===== src/rtl/spi_rx_pkg.sv =====
// Shared types and reset constants for the SPI MISO receive capture block.
package spi_rx_pkg;

  typedef enum logic [1:0] {
    IDLE  = 2'd0,
    SHIFT = 2'd1,
    DRAIN = 2'd2
  } rx_state_t;

  localparam rx_state_t RST_STATE   = IDLE;
  localparam logic      RST_VALID   = 1'b0;
  localparam logic      RST_SEL_ERR = 1'b0;
  localparam logic      RST_BIT     = 1'b0;

endpackage


===== src/rtl/spi_sync_ff.sv =====
// Single-bit multi-flop synchroniser with asynchronous active-high reset.
module spi_sync_ff #(
  parameter int STAGES = 2
) (
  input  logic clk,
  input  logic rst,
  input  logic d,
  output logic q
);

  logic [STAGES-1:0] ff;

  always_ff @(posedge clk or posedge rst) begin
    if (rst) ff <= '0;
    else     ff <= {ff[STAGES-2:0], d};
  end

  assign q = ff[STAGES-1];

endmodule


===== src/rtl/spi_miso_rx_capture.sv =====
// Selects one slave MISO line, synchronises it and shifts in DATA_W bits on master strobes.
// Optional MOSI->MISO self-test source enabled by defining SPI_MISO_LOOPBACK_EN.
module spi_miso_rx_capture
  import spi_rx_pkg::*;
#(
  parameter  int NUM_SLAVES  = 8,
  parameter  int DATA_W      = 8,
  parameter  int SYNC_STAGES = 2,
  localparam int SEL_W       = $clog2(NUM_SLAVES)
) (
  input  logic                  clk,
  input  logic                  rst,
  input  logic [NUM_SLAVES-1:0] slave_miso_lines_in,
  input  logic [SEL_W-1:0]      sel_in,
  input  logic                  frame_start,
  input  logic                  frame_abort,
  input  logic                  sample_stb,
  input  logic                  msb_first,
`ifdef SPI_MISO_LOOPBACK_EN
  input  logic                  loopback_in,
  input  logic                  loopback_sel,
`endif
  output logic [DATA_W-1:0]     rx_data,
  output logic                  rx_valid,
  output logic                  busy,
  output logic [SEL_W-1:0]      sel_active,
  output logic                  sel_err
);

  localparam int CNT_W = $clog2(DATA_W + 1);
  localparam logic [CNT_W-1:0] LAST_BIT = CNT_W'(DATA_W - 1);

  rx_state_t               state, state_next;
  logic [SYNC_STAGES-1:0]  stb_line;
  logic [DATA_W-1:0]       shreg;
  logic [CNT_W-1:0]        bit_cnt;
  logic                    msb_q;
  logic                    miso_src;
  logic                    miso_sync;
  logic                    sel_ok;
  logic                    start_accept;
  logic                    start_reject;
  logic                    stb_out;

`ifdef SPI_MISO_LOOPBACK_EN
  logic lb_sel_q;
  assign miso_src = lb_sel_q ? loopback_in : slave_miso_lines_in[sel_active];
`else
  assign miso_src = slave_miso_lines_in[sel_active];
`endif

  spi_sync_ff #(
    .STAGES(SYNC_STAGES)
  ) u_sync (
    .clk(clk),
    .rst(rst),
    .d  (miso_src),
    .q  (miso_sync)
  );

  assign sel_ok       = int'(sel_in) < NUM_SLAVES;
  assign start_accept = (state == IDLE) && frame_start && !frame_abort && sel_ok;
  assign start_reject = (state == IDLE) && frame_start && !frame_abort && !sel_ok;
  // The delayed strobe lines up with the synchronised copy of the bit it was meant to sample.
  assign stb_out      = stb_line[SYNC_STAGES-1] && (state == SHIFT);
  assign busy         = (state != IDLE);

  always_ff @(posedge clk or posedge rst) begin
    if (rst) state <= RST_STATE;
    else     state <= state_next;
  end

  always_comb begin
    state_next = state;
    if (frame_abort) begin
      state_next = IDLE;
    end else begin
      case (state)
        IDLE:    if (start_accept) state_next = SHIFT;
        SHIFT:   if (stb_out && (bit_cnt == LAST_BIT)) state_next = DRAIN;
        DRAIN:   state_next = IDLE;
        default: state_next = IDLE;
      endcase
    end
  end

  always_ff @(posedge clk or posedge rst) begin
    if (rst) begin
      stb_line   <= '0;
      shreg      <= '0;
      bit_cnt    <= '0;
      msb_q      <= RST_BIT;
      rx_data    <= '0;
      rx_valid   <= RST_VALID;
      sel_active <= '0;
      sel_err    <= RST_SEL_ERR;
`ifdef SPI_MISO_LOOPBACK_EN
      lb_sel_q   <= RST_BIT;
`endif
    end else begin
      rx_valid <= 1'b0;
      if (frame_abort) begin
        stb_line <= '0;
        bit_cnt  <= '0;
      end else begin
        stb_line <= {stb_line[SYNC_STAGES-2:0], sample_stb && (state == SHIFT)};
        if (start_accept) begin
          sel_active <= sel_in;
          msb_q      <= msb_first;
          shreg      <= '0;
          bit_cnt    <= '0;
          sel_err    <= 1'b0;
          stb_line   <= '0;
`ifdef SPI_MISO_LOOPBACK_EN
          lb_sel_q   <= loopback_sel;
`endif
        end else if (start_reject) begin
          sel_err <= 1'b1;
        end
        if (stb_out) begin
          if (msb_q) shreg <= {shreg[DATA_W-2:0], miso_sync};
          else       shreg <= {miso_sync, shreg[DATA_W-1:1]};
          bit_cnt <= bit_cnt + 1'b1;
        end
        if (state == DRAIN) begin
          rx_data  <= shreg;
          rx_valid <= 1'b1;
        end
      end
    end
  end

endmodule


===== config.mk =====
export PLATFORM = sky130hd
export DESIGN_NAME = spi_miso_rx_capture
export DESIGN_NICKNAME = d
export VERILOG_FILES = /design/src/rtl/spi_rx_pkg.sv /design/src/rtl/spi_sync_ff.sv /design/src/rtl/spi_miso_rx_capture.sv
export SDC_FILE = /design/constraint.sdc
export NUM_CORES = 1
export LEC_CHECK = 0
export ABC_CLOCK_PERIOD_IN_PS = 2100
export BUFFER_PORTS_ARGS = -buffer_cell sky130_fd_sc_hd__buf_2
export CAP_MARGIN = 20
export CORE_ASPECT_RATIO = 1.75
export CORE_UTILIZATION = 35
export DETAILED_ROUTE_END_ITERATION = 6
export PLACE_DENSITY = 0.67
export SLEW_MARGIN = 10
export SYNTH_ARGS = -nofsm -noshare
export SYNTH_HDL_FRONTEND = slang
export SYNTH_SLANG_ARGS = --single-unit

===== constraint.sdc =====
create_clock -name clk -period 2.1 [get_ports clk]
set_input_delay 0.315 -clock clk [delete_from_list [all_inputs] [get_ports clk]]
set_output_delay 0.315 -clock clk [all_outputs]
set_load 0.01 [all_outputs]

## Yosys cells after proc, flatten, opt, wreduce, memory -nomap -nowiden

Cells that the tools add are included.

- Output and inout bits: 14
- Flip-flop bits (word level): 31
- Input port bits: 17

- $lt $le $gt $ge: 1
- Equal/unequal tests: 5
- Reductions and logical operators: 14
- Bitwise operators: 1
- Mux-type cells: 16
- Add/subtract/negate cells: 1

Operators by type and width:

| kind | count |
|---|---|
| 8-bit 2-to-1 mux | 3 |
| 4-bit 2-to-1 mux | 3 |
| 2-bit 2-to-1 mux | 5 |
| 2-bit AND reduction | 4 |
| 1-bit logical AND | 5 |
| 4-bit by 1-bit adder with 4-bit output, second input constant | 1 |
| 4-bit by 3-bit equality test with 1-bit output, second input constant | 1 |
| 3-bit by 4-bit less-than comparator with 1-bit output, second input constant | 1 |
| 2-bit one-hot mux with 2 select lines | 1 |
| 2-bit nonzero test | 2 |
| 1-bit binary-select mux with 3-bit select | 1 |
| 1-bit 2-to-1 mux | 3 |
| 3-bit by 2-bit inequality test with 1-bit output, second input constant | 1 |
| 3-bit inequality test, second input constant | 1 |
| 3-bit nonzero test | 1 |
| 2-bit by 1-bit equality test with 1-bit output, second input constant | 1 |
| 2-bit equality test, second input constant | 1 |
| 2-bit zero test | 1 |
| 1-bit zero test | 1 |
| 1-bit inverter | 1 |

## Longest topological paths before layout

- Depth after elaboration: 6
- Mapped depth: 5
- Mapped depth without buffers: 4

## Cells and area by module

From an unflattened synthesis, not the netlist that was laid out.

- Cells, all modules: 106
- Area, all modules: 1,376.3 um^2

By module, submodules not included:

| module | instances | area an instance (um^2) | cells an instance |
|---|---|---|---|
| spi_miso_rx_capture | 1 | 1,322.5 | 103 |
| spi_sync_ff | 1 | 53.8 | 3 |

## Worst setup path after synthesis

Ideal clock, no wire load.

- Path type: flip-flop to flip-flop
- From: register state[0]
- To: register msb_q
- Setup slack: 0.669 ns
- Required time: 1.975 ns
- Cell stages (with the launch flop): 6
- Clock period less this slack: 1.431 ns
- Arrival time: 1.306 ns
- Cell sequence: dfrtp_1 buf_4 nand2b_4 nor3_4 buf_4 mux2_2

- Word-level cells in the longest chain between the ends: 4

Ends and longest elaborated chain:

| what | RTL line | source |
|---|---|---|
| start, declared | spi_miso_rx_capture.sv:33 | `rx_state_t state, state_next;` |
| start signal, assigned | spi_miso_rx_capture.sv:70 | `else state <= state_next;` |
| 2-bit zero test | spi_miso_rx_capture.sv:62 | `assign start_accept = (state == IDLE) && frame_start && !frame_abort && sel_ok;` |
| 1-bit logical AND (2 in series) | -- |  |
| 2-bit AND reduction (no source line) | -- |  |
| end signal, assigned | spi_miso_rx_capture.sv:109 | `msb_q <= msb_first;` |
| end, declared | spi_miso_rx_capture.sv:37 | `logic msb_q;` |

Every way passes these cells.
A chain may end at the register's enable or synchronous reset.

## Worst setup path in the final report

Same ends and word-level chain as after synthesis.

==> run summary <==
The run finished with clean final reports. The biggest fanout along the worst timing path is 13. In this run the most used layer during global routing was met2. The number of top-level pins is 31.

The number of global-route vias before repair came out at 978. Row generation in the floorplan step produced 29 rows. The total power is 1.324 mW. Wires add up to 2.451 mm. The remaining global-route overflow is 0. The area used by sequential logic in the layout came out at 775.7 sq um.

The kind of launch point of the worst setup path is a register. In this run the remaining antenna-violating nets after routing total 0. The post-synthesis cell area is 1381 sq um. The count of hold buffers inserted by post-cts repair came out at 0. The count of max-cap constraint violations is 0. The count of mapped cells out of synthesis is 106.

The family with the most delay on the worst path is simple AND/OR/NAND/NOR gates. The max-slew headroom at the worst pin came out at 64.56%. The total number of vias is 923. The port buffer count came out at 29. Clock-pin slew was measured on the worst setup and hold paths at 0.06 ns. The static leakage is 0.8193 nW. The final critical-path share of the clock period is 76.53%. The post-CTS setup buffer count is 0. The routability congestion estimate from global placement came out at 0.7157. The length of the first detailed-routing pass in iterations is 5. Setup repair after global routing left no endpoint under its margin. Clock latency on the worst-skew pair, taken at its later pin, is 0.28 ns. The worst hold path belongs to the class in -> async. The global routing usage on met2 came out at 24.03%. The post-route setup TNS is 0 ns. The average instance area after synthesis is 13.03 sq um.

The worst-case IR drop observed on VDD is 0.6126 mV. The half-perimeter wire length of the detailed placement result is 1.821 mm. The floorplan step set the die height to 85.11 um. The number of antenna violations at the first check in global routing is 0. The number of buffers added by the clock tree synthesis step is 5. The cell depth of the worst flop-to-flop path is 3. Fill cells in the final layout number 360. Together, buffers and inverters on the worst path number 0. The setup path with the least slack is of type reg -> reg. The global-route wire length before repair is 4.243 mm. The H-tree was split into 2 levels.

The total setup violations reported at the end of the flow came out at 0. For this run, design rule violations remaining after detail routing come to 0. The root buffer cell chosen for the clock tree is sky130_fd_sc_hd__clkbuf_8.

Traced cell by cell, the critical path runs through nand2b_4, nor3_4, mux2_2. The routing usage on met1 came out at 13.93%. The die is 49.49 um wide.

The part of the Yosys area used for sequential elements came out at 56.16%. The number of vias per cell after detailed routing is 4.989. The number of gates resized after CTS was 0. The count of final max-slew check failures was 0. For this run, global-route usage on met3 was measured as 3.763%. The endpoint type of the worst setup path is a register. The highest clock rate came out at 622.2 MHz. The highest-delay cell along the critical path is sky130_fd_sc_hd__dfrtp_1. The growth of design area from synthesis to finish came out at 20.38%. The clock net in this run drives a total of 31 sinks.

For this block, the initial DRC count from the detailed router was 11. The critical path required time came out at 2.26 ns. The transition at the pin with the smallest max-transition slack is 0.5299 ns. The depth of the critical timing path with buffers and inverters included came out at 3.

The clock tree from TritonCTS is built. The maximum cell stage delay along the critical path came out at 0.47 ns. The standard cell core area is 3701 sq um. The maximum number of pins on one net before global-route repair came out at 32. The clock period minus final worst setup slack is 1.607 ns. The average detailed-routed wire length per instance came out at 13.25 um. The hold violation total from the final report is 0.

The full die area came out at 4212 sq um. The worst-case clock buffer depth is 2. The number of nets in the finished design came out at 156. The top cell types in the final layout, fill and taps aside, are sky130_fd_sc_hd__dfrtp_1 (31), sky130_fd_sc_hd__buf_2 (29), sky130_fd_sc_hd__mux2_2 (14). The total of flip-flops plus latches after synthesis came out at 31. Synthesis instantiated 29 different standard cells from the library. Global routing used 13.78% of the available tracks across all layers.

The library cell used most frequently in the layout, excluding fill and tap cells, is sky130_fd_sc_hd__dfrtp_1. Dividing total power by cell area gives a power density of 796.0 nW/um^2. The final antenna diode count came out at 0.

The synthesized netlist net count came out at 124. The initial utilization of the core area, before any placement, comes to 37.32%. The signal arrival time at the worst endpoint is 1.77 ns.

The area of combinational cells with multiple inputs is 554.3 sq um. The maximum clock skew at final layout is 0.002940 ns. The share of post-route cells with drive strength above 1 is 43.17%. The number of warning messages in the yosys log is 0.
-- tightest hold or removal path: cells and delay by family --
kind | cells | cell delay, ns
buffers and inverters | 3 | 0.48
-- power breakdown --
part	total [mW]	internal (mW)	switching, mW
registers	0.675	0.633	0.0429
logic	0.143	0.0875	0.0554
clock network	0.505	0.299	0.207
total	1.32	1.02	0.305
-- state kept, by name, summed over array words and instances, names as in the netlist --
signal,flops
state,2
sel_active,3
stb_line,2
rx_valid,1
u_sync.ff,2
bit_cnt,4
shreg,8
rx_data,8
msb_q,1
-- per-layer routing --
layer  wire (um)  vias to the layer above
li1            -                      439
met1         944                      449
met2        1318                       30
met3         109                        5
met4          79                        0
met5           0                        -
-- cell usage after synthesis --
library cell                number  area share, %
sky130_fd_sc_hd__buf_1           1           0.27
sky130_fd_sc_hd__ha_1            1           0.91
sky130_fd_sc_hd__mux4_2          2            3.3
sky130_fd_sc_hd__a21o_1          1           0.54
sky130_fd_sc_hd__o2bb2ai_1       2            1.3
sky130_fd_sc_hd__or2_2           1           0.45
sky130_fd_sc_hd__dfrtp_1        31             56
sky130_fd_sc_hd__a21oi_1         1           0.36
sky130_fd_sc_hd__nand2b_4        1            1.0
sky130_fd_sc_hd__nand3_1         1           0.36
sky130_fd_sc_hd__nor3b_1         1           0.54
sky130_fd_sc_hd__and3_1          1           0.45
sky130_fd_sc_hd__nand2_1         9            2.4
sky130_fd_sc_hd__o22ai_1         8            3.6
sky130_fd_sc_hd__mux2_2         14             11
sky130_fd_sc_hd__conb_1          1           0.27
sky130_fd_sc_hd__buf_2           2           0.72
sky130_fd_sc_hd__o21ai_0         1           0.36
sky130_fd_sc_hd__inv_1           3           0.82
sky130_fd_sc_hd__nor3_4          2            2.4
sky130_fd_sc_hd__inv_2           1           0.27
sky130_fd_sc_hd__xor2_1          1           0.63
sky130_fd_sc_hd__o22a_1          1           0.63
sky130_fd_sc_hd__nand4bb_1       1           0.82
sky130_fd_sc_hd__nand4b_1        1           0.63
sky130_fd_sc_hd__a31o_2          1           0.63
sky130_fd_sc_hd__buf_4           3            1.6
sky130_fd_sc_hd__mux2i_1         8            5.8
sky130_fd_sc_hd__nor2_1          5            1.4
-- final timing paths --
path	startpoint	end	slack (ns)
max	state[0]	msb_q	0.49
min in group clk	sel_in[2]	sel_active[2]	0.26
max reg2reg	state[0]	msb_q	0.49
min reg2reg	u_sync.ff[0]	u_sync.ff[1]	0.36
max in group asynchronous	rst	bit_cnt[1]	1.72
min	rst	rx_data[6]	0.09
-- kinds of logic after synthesis --
family	count (synthesis)	share of synthesized area, %
xor+xnor	1	0.6342
other cells	1	0.2715
flops	31	56.16
buf+inv	10	3.713
mux	24	20.47
fa+ha+maj	1	0.9057
simple gates	23	10.42
compound gates	15	7.428
-- stage by stage --
| step | instances | worst slack, ns | hold slack (ns) | util [%] | instance area [sq um] |
|---|---|---|---|---|---|
| 2_1_floorplan | 106 | 0.6690 | 0.3312 | - | 1381 |
| 3_3_place_gp | 177 | 0.5313 | 0.3335 | 42.22 | 1563 |
| 4_1_cts | 185 | 0.4745 | 0.1114 | 44.93 | 1663 |
| 3_5_place_dp | 177 | 0.4858 | 0.3499 | 42.22 | 1563 |
| 5_1_grt | 185 | 0.4239 | 0.1400 | 44.93 | 1663 |
| 6_report | 185 | 0.4929 | 0.09459 | 44.93 | 1663 |
-- final cells by class --
| cell class | instances | share of cell area (%) |
|---|---|---|
| Tap cell | 46 | 3.461 |
| Sequential cell | 31 | 46.65 |
| Inverter | 4 | 0.9029 |
| Multi-Input combinational cell | 65 | 33.33 |
| Clock buffer | 8 | 6.020 |
| Timing Repair Buffer | 31 | 9.631 |
Power figures use the tool's default switching activity.
